--- config.mk ---
export PLATFORM = sky130hd
export DESIGN_NAME = alu_req_arbiter_flat
export DESIGN_NICKNAME = d
export VERILOG_FILES = /design/src/rtl/alu_req_arbiter_if.sv /design/src/rtl/alu_req_arbiter.sv /design/src/flat_wrapper.sv
export SDC_FILE = /design/constraint.sdc
export NUM_CORES = 1
export LEC_CHECK = 0
export CAP_MARGIN = 20
export CELL_PAD_IN_SITES_DETAIL_PLACEMENT = 1
export CELL_PAD_IN_SITES_GLOBAL_PLACEMENT = 1
export CORE_UTILIZATION = 29
export CTS_CLUSTER_SIZE = 40
export DETAILED_ROUTE_END_ITERATION = 10
export HOLD_SLACK_MARGIN = 0.03
export PLACE_DENSITY = 0.84
export SYNTH_ARGS = -nofsm -noshare
export SYNTH_HDL_FRONTEND = slang
export SYNTH_SLANG_ARGS = --single-unit
export TNS_END_PERCENT = 50
--- constraint.sdc ---
create_clock -name clk -period 2.5 [get_ports clk]
set_input_delay 0.25 -clock clk [delete_from_list [all_inputs] [get_ports clk]]
set_output_delay 0.25 -clock clk [all_outputs]
set_load 0.1 [all_outputs]
--- src/rtl/alu_req_arbiter_if.sv ---
// Bundles the client request/response lanes and the ALU issue/complete lanes of the arbiter.
// Latency: none, wires only.
// Backpressure: none in the bundle; clients hold req until granted, ALU stalls via alu_done.
// Modports: slave = arbiter view, master = the clients and ALU that surround it.
interface alu_req_arbiter_if #(
    parameter int NUM_REQ = 4,
    parameter int DATA_W  = 8
);
    // client side
    logic [NUM_REQ-1:0]        req;
    logic [3*NUM_REQ-1:0]      req_opcode;
    logic [DATA_W*NUM_REQ-1:0] req_a;
    logic [DATA_W*NUM_REQ-1:0] req_b;
    logic [NUM_REQ-1:0]        gnt;
    logic [NUM_REQ-1:0]        rsp_valid;
    logic [2*DATA_W-1:0]       rsp_data;
    logic                      rsp_err;
    logic                      busy;
    // ALU side
    logic                      alu_start;
    logic [2:0]                alu_opcode;
    logic [DATA_W-1:0]         alu_a;
    logic [DATA_W-1:0]         alu_b;
    logic                      alu_done;
    logic [2*DATA_W-1:0]       alu_result;

    modport slave (
        input  req, req_opcode, req_a, req_b, alu_done, alu_result,
        output gnt, rsp_valid, rsp_data, rsp_err, busy,
               alu_start, alu_opcode, alu_a, alu_b
    );

    modport master (
        output req, req_opcode, req_a, req_b, alu_done, alu_result,
        input  gnt, rsp_valid, rsp_data, rsp_err, busy,
               alu_start, alu_opcode, alu_a, alu_b
    );
endinterface

--- src/rtl/alu_req_arbiter.sv ---
// Round-robin arbiter sharing one sequential ALU among NUM_REQ requesters, with a watchdog abort.
// Latency: req sampled at edge N -> alu_start cycle N+1 -> rsp_valid earliest cycle N+3; >=4 cycles/op.
// Backpressure: requests wait in IDLE until the current op responds; ALU stalls via alu_done, bounded by TIMEOUT.
// Ports: clk, reset (sync, active-high); bus (slave modport) carries req/opcode/operands in,
//        gnt/rsp_valid/rsp_data/rsp_err/busy out, and the alu_start/opcode/a/b -> alu_done/result handshake.
module alu_req_arbiter #(
    parameter int NUM_REQ = 4,
    parameter int DATA_W  = 8,
    parameter int TIMEOUT = 64
) (
    input  logic              clk,
    input  logic              reset,
    alu_req_arbiter_if.slave  bus
);
    localparam int IDX_W = (NUM_REQ > 1) ? $clog2(NUM_REQ) : 1;
    localparam int WD_W  = $clog2(TIMEOUT);

    typedef enum logic [1:0] {IDLE, ISSUE, WAIT, RESP} state_t;

    state_t state_q, state_d;

    logic [NUM_REQ-1:0]  gnt_q, gnt_d;
    logic [IDX_W-1:0]    gnt_idx_q, gnt_idx_d;
    logic [IDX_W-1:0]    ptr_q, ptr_d;
    logic [WD_W-1:0]     wd_q, wd_d;
    logic [NUM_REQ-1:0]  rsp_valid_q, rsp_valid_d;
    logic [2*DATA_W-1:0] rsp_data_q, rsp_data_d;
    logic                rsp_err_q, rsp_err_d;
    logic                alu_start_q, alu_start_d;
    logic [2:0]          opc_q, opc_d;
    logic [DATA_W-1:0]   a_q, a_d;
    logic [DATA_W-1:0]   b_q, b_d;
    logic                busy_q, busy_d;

    logic                win_vld;
    logic [IDX_W-1:0]    win_idx;
    logic                wd_expired;

    assign wd_expired = (wd_q == WD_W'(TIMEOUT - 1));

    // Round-robin pick: first requester above the last winner, wrapping.
    always_comb begin
        win_vld = 1'b0;
        win_idx = '0;
        for (int k = 1; k <= NUM_REQ; k++) begin
            if (!win_vld && bus.req[(int'(ptr_q) + k) % NUM_REQ]) begin
                win_vld = 1'b1;
                win_idx = IDX_W'((int'(ptr_q) + k) % NUM_REQ);
            end
        end
    end

    // State register
    always_ff @(posedge clk) begin
        if (reset) begin
            state_q <= IDLE;
        end else begin
            state_q <= state_d;
        end
    end

    // Next-state logic
    always_comb begin
        state_d = state_q;
        case (state_q)
            IDLE:    if (win_vld) state_d = ISSUE;
            ISSUE:   state_d = WAIT;
            // done takes priority over the watchdog, both lead to RESP
            WAIT:    if (bus.alu_done || wd_expired) state_d = RESP;
            RESP:    state_d = IDLE;
            default: state_d = IDLE;
        endcase
    end

    // Output logic: next values for the registered outputs and datapath
    always_comb begin
        gnt_d       = gnt_q;
        gnt_idx_d   = gnt_idx_q;
        ptr_d       = ptr_q;
        wd_d        = wd_q;
        rsp_valid_d = '0;
        rsp_data_d  = rsp_data_q;
        rsp_err_d   = 1'b0;
        alu_start_d = 1'b0;
        opc_d       = opc_q;
        a_d         = a_q;
        b_d         = b_q;
        busy_d      = (state_d != IDLE);
        case (state_q)
            IDLE: begin
                if (win_vld) begin
                    gnt_d       = NUM_REQ'(1) << win_idx;
                    gnt_idx_d   = win_idx;
                    opc_d       = bus.req_opcode[3*win_idx +: 3];
                    a_d         = bus.req_a[DATA_W*win_idx +: DATA_W];
                    b_d         = bus.req_b[DATA_W*win_idx +: DATA_W];
                    alu_start_d = 1'b1;
                end
            end
            ISSUE: begin
                wd_d = '0;
            end
            WAIT: begin
                if (bus.alu_done) begin
                    rsp_data_d  = bus.alu_result;
                    rsp_valid_d = gnt_q;
                end else if (wd_expired) begin
                    rsp_data_d  = '0;
                    rsp_err_d   = 1'b1;
                    rsp_valid_d = gnt_q;
                end else begin
                    wd_d = wd_q + 1'b1;
                end
            end
            RESP: begin
                ptr_d = gnt_idx_q;
                gnt_d = '0;
            end
            default: ;
        endcase
    end

    always_ff @(posedge clk) begin
        if (reset) begin
            gnt_q       <= '0;
            gnt_idx_q   <= '0;
            ptr_q       <= IDX_W'(NUM_REQ - 1);
            wd_q        <= '0;
            rsp_valid_q <= '0;
            rsp_data_q  <= '0;
            rsp_err_q   <= 1'b0;
            alu_start_q <= 1'b0;
            opc_q       <= '0;
            a_q         <= '0;
            b_q         <= '0;
            busy_q      <= 1'b0;
        end else begin
            gnt_q       <= gnt_d;
            gnt_idx_q   <= gnt_idx_d;
            ptr_q       <= ptr_d;
            wd_q        <= wd_d;
            rsp_valid_q <= rsp_valid_d;
            rsp_data_q  <= rsp_data_d;
            rsp_err_q   <= rsp_err_d;
            alu_start_q <= alu_start_d;
            opc_q       <= opc_d;
            a_q         <= a_d;
            b_q         <= b_d;
            busy_q      <= busy_d;
        end
    end

    assign bus.gnt        = gnt_q;
    assign bus.rsp_valid  = rsp_valid_q;
    assign bus.rsp_data   = rsp_data_q;
    assign bus.rsp_err    = rsp_err_q;
    assign bus.busy       = busy_q;
    assign bus.alu_start  = alu_start_q;
    assign bus.alu_opcode = opc_q;
    assign bus.alu_a      = a_q;
    assign bus.alu_b      = b_q;
endmodule

--- src/flat_wrapper.sv ---
// flat-port wrapper written by rule: the top's interface ports become plain ports
module alu_req_arbiter_flat 
#(
    parameter int NUM_REQ = 4,
    parameter int DATA_W  = 8,
    parameter int TIMEOUT = 64
)
  (clk, reset, bus_req, bus_req_opcode, bus_req_a, bus_req_b, bus_alu_done, bus_alu_result, bus_gnt, bus_rsp_valid, bus_rsp_data, bus_rsp_err, bus_busy, bus_alu_start, bus_alu_opcode, bus_alu_a, bus_alu_b);
  alu_req_arbiter_if #(.NUM_REQ(NUM_REQ), .DATA_W(DATA_W)) bus_i ();
  input  logic clk;
  input  logic reset;
  input wire logic [$bits(bus_i.req)-1:0] bus_req;
  input wire logic [$bits(bus_i.req_opcode)-1:0] bus_req_opcode;
  input wire logic [$bits(bus_i.req_a)-1:0] bus_req_a;
  input wire logic [$bits(bus_i.req_b)-1:0] bus_req_b;
  input wire logic [$bits(bus_i.alu_done)-1:0] bus_alu_done;
  input wire logic [$bits(bus_i.alu_result)-1:0] bus_alu_result;
  output wire logic [$bits(bus_i.gnt)-1:0] bus_gnt;
  output wire logic [$bits(bus_i.rsp_valid)-1:0] bus_rsp_valid;
  output wire logic [$bits(bus_i.rsp_data)-1:0] bus_rsp_data;
  output wire logic [$bits(bus_i.rsp_err)-1:0] bus_rsp_err;
  output wire logic [$bits(bus_i.busy)-1:0] bus_busy;
  output wire logic [$bits(bus_i.alu_start)-1:0] bus_alu_start;
  output wire logic [$bits(bus_i.alu_opcode)-1:0] bus_alu_opcode;
  output wire logic [$bits(bus_i.alu_a)-1:0] bus_alu_a;
  output wire logic [$bits(bus_i.alu_b)-1:0] bus_alu_b;
  assign bus_i.req = bus_req;
  assign bus_i.req_opcode = bus_req_opcode;
  assign bus_i.req_a = bus_req_a;
  assign bus_i.req_b = bus_req_b;
  assign bus_i.alu_done = bus_alu_done;
  assign bus_i.alu_result = bus_alu_result;
  assign bus_gnt = bus_i.gnt;
  assign bus_rsp_valid = bus_i.rsp_valid;
  assign bus_rsp_data = bus_i.rsp_data;
  assign bus_rsp_err = bus_i.rsp_err;
  assign bus_busy = bus_i.busy;
  assign bus_alu_start = bus_i.alu_start;
  assign bus_alu_opcode = bus_i.alu_opcode;
  assign bus_alu_a = bus_i.alu_a;
  assign bus_alu_b = bus_i.alu_b;
  alu_req_arbiter #(.NUM_REQ(NUM_REQ), .DATA_W(DATA_W), .TIMEOUT(TIMEOUT)) u_core (.clk(clk), .reset(reset), .bus(bus_i));
endmodule
== Word-level counts from Yosys, hierarchy flattened ==
Cells that the tools add are included.

* Add/subtract/negate cells: 5
* $mul: 1
* $lt $le $gt $ge: 4
* Equality and inequality tests: 7
* Shift-type cells: 4
* Mux-type cells: 34
* Bitwise logic cells: 6
* Reduce and logical (&&, ||, !) cells: 23

{| class="wikitable"
|+ Operators with widths
! operator !! count
|-
| variable part select 32 x 6 -> 8 bit || 2
|-
| 2-to-1 mux 16 bit || 2
|-
| less-than comparator 3 x 4 -> 1 bit, second input constant || 4
|-
| 2-to-1 mux 1 bit || 14
|-
| 2-to-1 mux 2 bit || 6
|-
| 2-to-1 mux 4 bit || 3
|-
| 2-to-1 mux 6 bit || 2
|-
| case mux 6 bit (2 select lines) || 1
|-
| OR reduction 2 bit || 6
|-
| variable part select 12 x 5 -> 3 bit || 1
|-
| binary-select mux 1 bit (select 2 bit) || 4
|-
| case mux 2 bit (4 select lines) || 1
|-
| case mux 4 bit (2 select lines) || 1
|-
| nonzero test 2 bit || 4
|-
| adder 6 x 1 -> 6 bit, second input constant || 1
|-
| == test 6 bit, second input constant || 1
|-
| AND reduction 2 bit || 3
|-
| adder 2 x 1 -> 2 bit, second input constant || 2
|-
| adder 2 bit, second input constant || 2
|-
| AND 1 bit, first input constant || 4
|-
| == test 2 bit, second input constant || 2
|-
| multiplier 2 x 2 -> 4 bit, first input constant || 1
|-
| inequality test 2 bit, second input constant || 2
|-
| left shift 1 x 2 -> 4 bit, first input constant || 1
|-
| other kinds (9) || 14
|}

* Bits in registers: 58
* Bits of input ports: 99
* Output and inout bits: 46
* Word-level logic and storage cells: 97

== Longest topological paths before layout ==
Gate-level depths: netlist of the first run.

* Depth after elaboration: 19
* Gate-level depth with buffers: 8

== Least setup slack after synthesis of the first run ==
No wires, ideal clock.

* Path kind: register to register
* Start: register u_core.ptr_q[0]
* End: register u_core.a_q[0] (netlist: u_core.bus.alu_a[0])
* Data arrival time: 1649 ps
* Data required time: 2364 ps
* Setup slack: 715 ps
* Stages on the path, launching flop included: 8
* Buffers on the path: 2
* Period minus slack after synthesis: 1785 ps
* Path through: dfxtp_1 nor2b_4 o21a_1 buf_6 or3_4 buf_6 a2111oi_2 a211oi_1

* Longest elaborated chain between the ends: 15
* Elaborated cells on any way between the ends: 32
* Classes of those cells: 4 x add/sub; 1 x shift; 20 x mux; 7 x reduce/logical

{| class="wikitable"
|+ Ends and longest elaborated chain
! what !! line !! source
|-
| from (decl) || alu_req_arbiter.sv:24 || <nowiki>logic [IDX_W-1:0] ptr_q, ptr_d;</nowiki>
|-
| from (signal assigned) || alu_req_arbiter.sv:127 || <nowiki>ptr_q <= IDX_W'(NUM_REQ - 1);</nowiki>
|-
| from (signal assigned) || alu_req_arbiter.sv:140 || <nowiki>ptr_q <= ptr_d;</nowiki>
|-
| adder 2 x 1 -> 2 bit || alu_req_arbiter.sv:46, alu_req_arbiter.sv:48 ||
|-
| binary-select mux 1 bit (select 2 bit) || alu_req_arbiter.sv:46 || <nowiki>if (!win_vld && bus.req[(int'(ptr_q) + k) % NUM_REQ]) begin</nowiki>
|-
| 2-to-1 mux 1 bit (not written as such) (2 in series) || alu_req_arbiter.sv:46 ||
|-
| 2-to-1 mux 1 bit || alu_req_arbiter.sv:46 ||
|-
| zero test 1 bit || alu_req_arbiter.sv:46 ||
|-
| logical AND 1 bit || alu_req_arbiter.sv:46 ||
|-
| 2-to-1 mux 1 bit || alu_req_arbiter.sv:46 ||
|-
| zero test 1 bit || alu_req_arbiter.sv:46 ||
|-
| logical AND 1 bit || alu_req_arbiter.sv:46 ||
|-
| 2-to-1 mux 1 bit || alu_req_arbiter.sv:46 ||
|-
| zero test 1 bit || alu_req_arbiter.sv:46 ||
|-
| logical AND 1 bit || alu_req_arbiter.sv:46 ||
|-
| 2-to-1 mux 2 bit / 2-to-1 mux 1 bit (equally long branches) || alu_req_arbiter.sv:46 ||
|-
| variable part select 32 x 6 -> 8 bit / AND reduction 2 bit (equally long branches) || - ||
|-
| to (signal assigned) || alu_req_arbiter.sv:134 || <nowiki>a_q <= '0;</nowiki>
|-
| to (signal assigned) || alu_req_arbiter.sv:147 || <nowiki>a_q <= a_d;</nowiki>
|-
| to (decl) || alu_req_arbiter.sv:31 || <nowiki>logic [DATA_W-1:0] a_q, a_d;</nowiki>
|}

Several ways; a longest one is shown, not always the timed one. The select of a mux whose other input is x is not followed.
A chain may end at the register's enable or synchronous reset.

== Worst setup path after layout of the first run ==
* Start: input port bus_req[1]
* End: register u_core.b_q[4] (netlist: u_core.bus.alu_b[4])

* Longest elaborated chain between the ends: 14
* Elaborated cells on any way between the ends: 28
* Classes of those cells: 1 x shift; 20 x mux; 7 x reduce/logical

{| class="wikitable"
|+ Ends and longest elaborated chain
! what !! line !! source
|-
| from (decl) || flat_wrapper.sv:12 || <nowiki>input wire logic [$bits(bus_i.req)-1:0] bus_req;</nowiki>
|-
| binary-select mux 1 bit (select 2 bit) || alu_req_arbiter.sv:46 ||
|-
| 2-to-1 mux 1 bit (not written as such) (2 in series) || alu_req_arbiter.sv:46 ||
|-
| 2-to-1 mux 1 bit || alu_req_arbiter.sv:46 ||
|-
| zero test 1 bit || alu_req_arbiter.sv:46 ||
|-
| logical AND 1 bit || alu_req_arbiter.sv:46 ||
|-
| 2-to-1 mux 1 bit || alu_req_arbiter.sv:46 ||
|-
| zero test 1 bit || alu_req_arbiter.sv:46 ||
|-
| logical AND 1 bit || alu_req_arbiter.sv:46 ||
|-
| 2-to-1 mux 1 bit || alu_req_arbiter.sv:46 ||
|-
| zero test 1 bit || alu_req_arbiter.sv:46 ||
|-
| logical AND 1 bit || alu_req_arbiter.sv:46 ||
|-
| 2-to-1 mux 2 bit / 2-to-1 mux 1 bit (equally long branches) || alu_req_arbiter.sv:46 ||
|-
| variable part select 32 x 6 -> 8 bit / AND reduction 2 bit (equally long branches) || - ||
|-
| to (signal assigned) || alu_req_arbiter.sv:135 || <nowiki>b_q <= '0;</nowiki>
|-
| to (signal assigned) || alu_req_arbiter.sv:148 || <nowiki>b_q <= b_d;</nowiki>
|-
| to (decl) || alu_req_arbiter.sv:32 || <nowiki>logic [DATA_W-1:0] b_q, b_d;</nowiki>
|}

Several ways; a longest one is shown, not always the timed one. The select of a mux whose other input is x is not followed.

==> results of run 1 <==
==> per-stage QoR <==
step	total power [W]	area, µm²	hold WS, ps	instances
after floorplan	0.00368	2930	328	302
after global placement	0.00444	4430	445	570
after detailed placement	0.00450	4430	455	570
after CTS	0.00542	4640	468	586
after global routing	0.00561	4640	479	586
final	0.00538	4640	462	586
==> synth_stat cells, drive strengths merged (8+ instances only) <==
library cell  count
mux2i            32
a22oi            20
nand2             8
o21ai            24
clkbuf           13
buf               9
a2111oi           8
nor2             30
a211oi           12
nor4b             8
dfxtp            58
nand3            14
mux2             11
==> cell type report <==
| type | instances | area share |
|---|---|---|
| multi-input cells | 216 | 0.352 |
| repair buffers | 157 | 0.313 |
| flip-flops and latches | 58 | 0.250 |
| well taps | 133 | 0.0359 |
| clock buffers | 11 | 0.0327 |
| clock inverters | 5 | 0.0113 |
| inverters | 6 | 0.00486 |
==> critical path: cells and delay by family <==
family | cells | cell delay (ps)
buffers and inverters | 2 | 730
multiplexers | 1 | 310
AO/OA/AOI/OAI | 2 | 320
AND/OR/NAND/NOR | 2 | 660
==> cells by family (layout without fill, tap and decap cells) <==
logic type	count (synthesis)	count (layout)	share of synthesized area
compound gates	78	78	0.200
buf+inv	28	179	0.0470
mux	43	43	0.165
flops	58	58	0.397
simple gates	87	87	0.160
xor+xnor	2	2	0.00599
fa+ha+maj	6	6	0.0257
==> sequential cells by signal (all words and copies together) (netlist names) <==
register / flops
u_core.bus.alu_b: 8
u_core.gnt_idx_q: 2
u_core.bus.gnt: 4
u_core.ptr_q: 2
u_core.bus.alu_opcode: 3
u_core.bus.rsp_valid: 4
u_core.state_q: 2
u_core.bus.busy: 1
u_core.bus.alu_start: 1
u_core.bus.rsp_err: 1
u_core.bus.rsp_data: 16
u_core.wd_q: 6
u_core.bus.alu_a: 8
==> worst min-delay path by stage <==
stage,startpoint,to,slack (ps),depth (start not counted)
global route,u_core.bus.alu_a[6],u_core.bus.alu_a[6],480,2
floorplan,bus_alu_done,u_core.bus.rsp_err,330,1
finish,u_core.bus.alu_a[6],u_core.bus.alu_a[6],460,2
detailed placement,u_core.bus.alu_a[6],u_core.bus.alu_a[6],460,2
global placement,u_core.bus.alu_b[3],u_core.bus.alu_b[3],440,2
CTS,u_core.bus.alu_a[6],u_core.bus.alu_a[6],470,2
==> report_power, final <==
part	switching, W	internal [W]
Clock	0.000383	0.000509
Combinational	0.00226	0.000907
Sequential	0.000151	0.00116
==> metal layers <==
| layer | part of all wire | up-vias | GRT usage |
|---|---|---|---|
| met5 | 0 | - | 0 |
| met4 | 0.016 | 0 | 0.0681 |
| met3 | 0.053 | 13 | 0.0465 |
| met2 | 0.53 | 103 | 0.351 |
| met1 | 0.40 | 1337 | 0.197 |
| li1 | - | 1407 | - |
==> impl_metrics.json, run 1 <==
{
  "status": "finished clean",
  "ys_seq_elements": 58,
  "regToRegSetupSlack_ps": 550,
  "startpoint": "bus_req[1]",
  "cp_max_fo": 12,
  "n_antenna_cell": 0,
  "drc": 0,
  "area_delta_synth_final_pct": 58.4,
  "cts_made_buffers": 9,
  "first_global_vias": 3052,
  "slew_headroom": 0.580,
  "r2r_end": "u_core.bus.rsp_data[5]",
  "rows": 36,
  "power.leakage_nw": 1.83,
  "cts_tree": "yes",
  "reg2reg_depth": 6,
  "final_cell_mix": "clkdlybuf4s50_1, dfxtp_1, buf_4",
  "ys_seq_area_frac": 0.397,
  "cts_root_buf": "clkbuf_8",
  "cp.arrival_ps": 2270,
  "crit_path_end": "u_core.bus.alu_b[4]",
  "synth.avg_cell_area_um2": 9.69,
  "cts_setup_buffers": 0,
  "yosys.area.top_type": "dfxtp_1",
  "synthArstFlopShare": 0,
  "routabilityCongestion": 0.792,
  "multi_input_area_um2": 1630,
  "finClkSkew_ps": 9.45,
  "dpl_worst_slack_ps": 157,
  "ioPinCount": 145,
  "cts-hold-fix-buffers": 0,
  "layout_setup_ws_ps": 495,
  "portBuffers": 144,
  "grt_max_degree": 22,
  "syn_nets": 407,
  "grt_use_total": 0.186,
  "dieArea_um2": 10500,
  "setup_viol": 0,
  "design.core.area_um2": 9770,
  "grt_setup_unrepaired": "no",
  "cp-start-kind": "primary input",
  "vias_per_cell": 4.88,
  "ys_top_cells_by_area": "dfxtp_1, mux2i_1, a22oi_1",
  "cts.sinks": 58,
  "hold_viol_final": 0,
  "synth_cells": 302,
  "endpoint_kind": "flip-flop",
  "grt_pass1_wl_um": 14700,
  "nets": 553,
  "via_count": 2860,
  "dp_hpwl_um": 7380,
  "syn_area_um2": 2930,
  "grt-ovfl-total": 0,
  "nFillCells": 1130,
  "wl_per_cell_um": 16.3,
  "period_share": 0.802,
  "crit_type": "in -> reg",
  "fin_util": 0.474,
  "synth_top_area_share": 0.397,
  "rr_startpoint": "u_core.wd_q[0]",
  "synth_edf_count": 0,
  "powerDensity_nw_per_um2": 1160,
  "drt_iter0_drc": 57,
  "cts_resized": 0,
  "ir_worst_vdd_v": 0.000505,
  "cpPeakStageDelay_ps": 490,
  "cp_data_required_time_ps": 2760,
  "antenna_found_initial": 0,
  "hold_path_class": "reg -> reg",
  "final-max-slew-violation-count": 0,
  "die_w_um": 102,
  "ant_nets": 0,
  "fmax_mhz": 499,
  "wirelength_um": 9530,
  "worstPathCellList": "clkdlybuf4s50_1 > nor2b_1 > o21a_1 > or3_4 > buf_4 > mux2_4 > o21ai_1",
  "clk_path_buf_depth": 2,
  "critPathSlowestCell": "or3_4",
  "synth_cell_types": 44,
  "regArea_um2": 1160,
  "cap_violations": 0,
  "clk_latency_ps": 340,
  "die_h_um": 102,
  "clkTransAtPathRegs_ps": 70,
  "yosys_warnings": 0,
  "worst_pin_slew_ps": 630,
  "initial_core_util": 0.299,
  "htreeDepth": 3,
  "tns_ps": 0,
  "layout_commonest_cell": "clkdlybuf4s50_1",
  "synth_ff_type": "dfxtp_1",
  "drtPass1Iterations": 4,
  "drive_above_1_share": 0.227,
  "period_minus_slack_ps": 2000
}
No activity file was read; power rests on OpenSTA's default activity.
==> run 2, diff against run 1 <==
Settings changed: CORE_UTILIZATION 29 to 26, PLACE_DENSITY 0.84 to 0.8.
Clock period 2.5 ns to 1.6 ns, I/O delays scaled along.
==> run 2 against run 1 <==
  * The flow now finishes with violations (setup timing)
  * Sequential share of layout area shrank 5.4 points
  * Setup slack got worse by 610 ps
  * Sequential power rose by 69%
  * Non-clock buffer count increased by 32
  * Routed wire length rose by 12%
  * Design area is 28% higher
  * Worst hold slack gained 3.9 ps
  * Register-to-register slack got worse by 660 ps
  * Combinational power grew 110%
  * Core utilization rose by 7.1 points
  * Via count rose by 8.0%
  * Clock-buffer cell count is 2 lower
  * Critical endpoint is now u_core.bus.alu_a[5]
  * Largest power group unchanged
==> impl_metrics.json, run 2 (synthesis gave the netlist of run 1 again) <==
{
  "grt-ovfl-total": 0,
  "tns_ps": -1470,
  "p_total_w": 0.0104,
  "drt_iter0_drc": 56,
  "n_antenna_cell": 0,
  "ioPinCount": 145,
  "hold_path_class": "in -> reg",
  "powerDensity_nw_per_um2": 1750,
  "grt_setup_unrepaired": "yes",
  "setup_viol": 21,
  "wl_per_cell_um": 17.0,
  "cts_tree": "yes",
  "clk_latency_ps": 330,
  "route.met3.wl_um": 599,
  "cpPeakStageDelay_ps": 460,
  "regToRegSetupSlack_ps": -110,
  "grt_max_degree": 26,
  "whs_endpoint": "u_core.bus.rsp_data[2]",
  "cp_max_fo": 7,
  "layout_setup_ws_ps": -110,
  "drtPass1Iterations": 4,
  "cts.sinks": 58,
  "drive_above_1_share": 0.369,
  "hp-start": "bus_alu_result[2]",
  "cp-start-kind": "flip-flop",
  "met1_length_um": 3920,
  "period_minus_slack_ps": 1710,
  "hold_viol_final": 0,
  "critPathSlowestCell": "or3_4",
  "dieArea_um2": 11700,
  "die_h_um": 108,
  "rr_startpoint": "u_core.ptr_q[0]",
  "die_w_um": 108,
  "period_share": 1.07,
  "routabilityCongestion": 0.798,
  "finClkSkew_ps": 8.05,
  "final-max-slew-violation-count": 0,
  "dpl_worst_slack_ps": -623,
  "layout_commonest_cell": "clkdlybuf4s50_1",
  "grt_pass1_wl_um": 16400,
  "wl_met2_um": 5880,
  "via_count": 3088,
  "cts-hold-fix-buffers": 0,
  "slew_headroom": 0.602,
  "area_delta_synth_final_pct": 103,
  "first_global_vias": 3370,
  "largest_reg_flops": 16,
  "fmax_mhz": 585,
  "cp_data_required_time_ps": 1810,
  "htreeDepth": 3,
  "worstPathCellList": "nand2b_4 > a21oi_2 > or3_4 > buf_12 > a2111oi_4 > a211oi_1",
  "cts_root_buf": "clkbuf_8",
  "cts_made_buffers": 9,
  "rows": 38,
  "nets": 585,
  "status": "finished with violations",
  "antenna_found_initial": 0,
  "clkTransAtPathRegs_ps": 70,
  "worst_pin_slew_ps": 589,
  "drc": 0,
  "final_cell_mix": "clkdlybuf4s50_1, dfxtp_1, buf_12",
  "holdPathStages": 3,
  "post-route-cell-area_um2": 5940,
  "r2r_end": "u_core.bus.alu_a[5]",
  "dp_hpwl_um": 7830,
  "design.core.area_um2": 10900,
  "vias_per_cell": 4.94,
  "clk_path_buf_depth": 2,
  "power.leakage_nw": 2.28,
  "crit_type": "reg -> reg",
  "ant_nets": 0,
  "ir_worst_vdd_v": 0.000838,
  "endpoint_kind": "flip-flop",
  "grt_use_total": 0.182,
  "initial_core_util": 0.269,
  "wirelength_um": 10700,
  "failed_checks": "setup timing",
  "portBuffers": 144,
  "reg2reg_depth": 6,
  "cp.arrival_ps": 1920,
  "place_area_um2": 5330,
  "routed.top_layer": "met4",
  "cap_violations": 0
}
-- run 2: cell types whose count changed in the layout (fill, tap and decap cells not counted), moves of 5 or more --
cell,delta
o21ai_2,+10
buf_4,-28
a2111oi_4,+7
nor4b_2,+5
nor4b_1,-5
o21ai_1,-6
buf_6,+7
buf_12,+50
a2111oi_2,-7
-- run 2: area by class of cell --
| class | instances | area, µm² |
|---|---|---|
| Clock buffer | 9 | 124 |
| Clock inverter | 7 | 93.8 |
| Fill cell | 1136 | 4950 |
| Inverter | 6 | 22.5 |
| Multi-Input combinational cell | 216 | 1970 |
| Sequential cell | 58 | 1170 |
| Tap cell | 140 | 175 |
| Timing Repair Buffer | 189 | 2390 |
-- run 2: metrics by stage --
stage / hold slack [ps] / std cells / util
floorplan: 238 / 302 / -
global placement: 459 / 600 / 0.489
detailed placement: 478 / 600 / 0.489
CTS: 456 / 624 / 0.529
global route: 467 / 625 / 0.545
finish: 466 / 625 / 0.545
-- run 2: metal layers --
metal  vias up  track usage
met4         0       0.0793
li1       1474            -
met5         -            0
met3        16       0.0380
met1      1489        0.194
met2       109        0.343
-- run 2: worst max path at each step --
stage | end | slack (ps) | start | cells after the start
floorplan | u_core.bus.alu_a[0] | -60 | u_core.ptr_q[0] | 7
global placement | u_core.bus.alu_opcode[2] | -470 | bus_req[0] | 7
detailed placement | u_core.bus.alu_a[0] | -620 | bus_req[1] | 7
global route | u_core.bus.alu_opcode[0] | -180 | bus_req[0] | 8
finish | u_core.bus.alu_a[5] | -110 | u_core.ptr_q[0] | 6
CTS | u_core.bus.alu_a[2] | -110 | u_core.ptr_q[0] | 6
-- run 2: critical path: cells and delay by family, from the launching register on --
kind	cells	cell delay (ps)
flip-flops	1	370
AND/OR/NAND/NOR	2	600
buffers and inverters	1	170
AO/OA/AOI/OAI	3	450
-- run 2: what timing repair did --
| item | CTS | global route |
|---|---|---|
| gates cloned | 2 | 0 |
| setup buffers | 6 | 1 |
| setup endpoints to repair | 46 | 50 |
| gates resized for setup | 36 | 37 |
| pin swaps | 11 | 9 |
-- run 2: power breakdown --
part	leakage, nW	total (W)	switching, W	internal [W]
combinational	1.70	0.00668	0.00393	0.00275
sequential	0.475	0.00223	0.000404	0.00182
clock	0.105	0.00148	0.000604	0.000873
total	2.28	0.0104	0.00493	0.00545
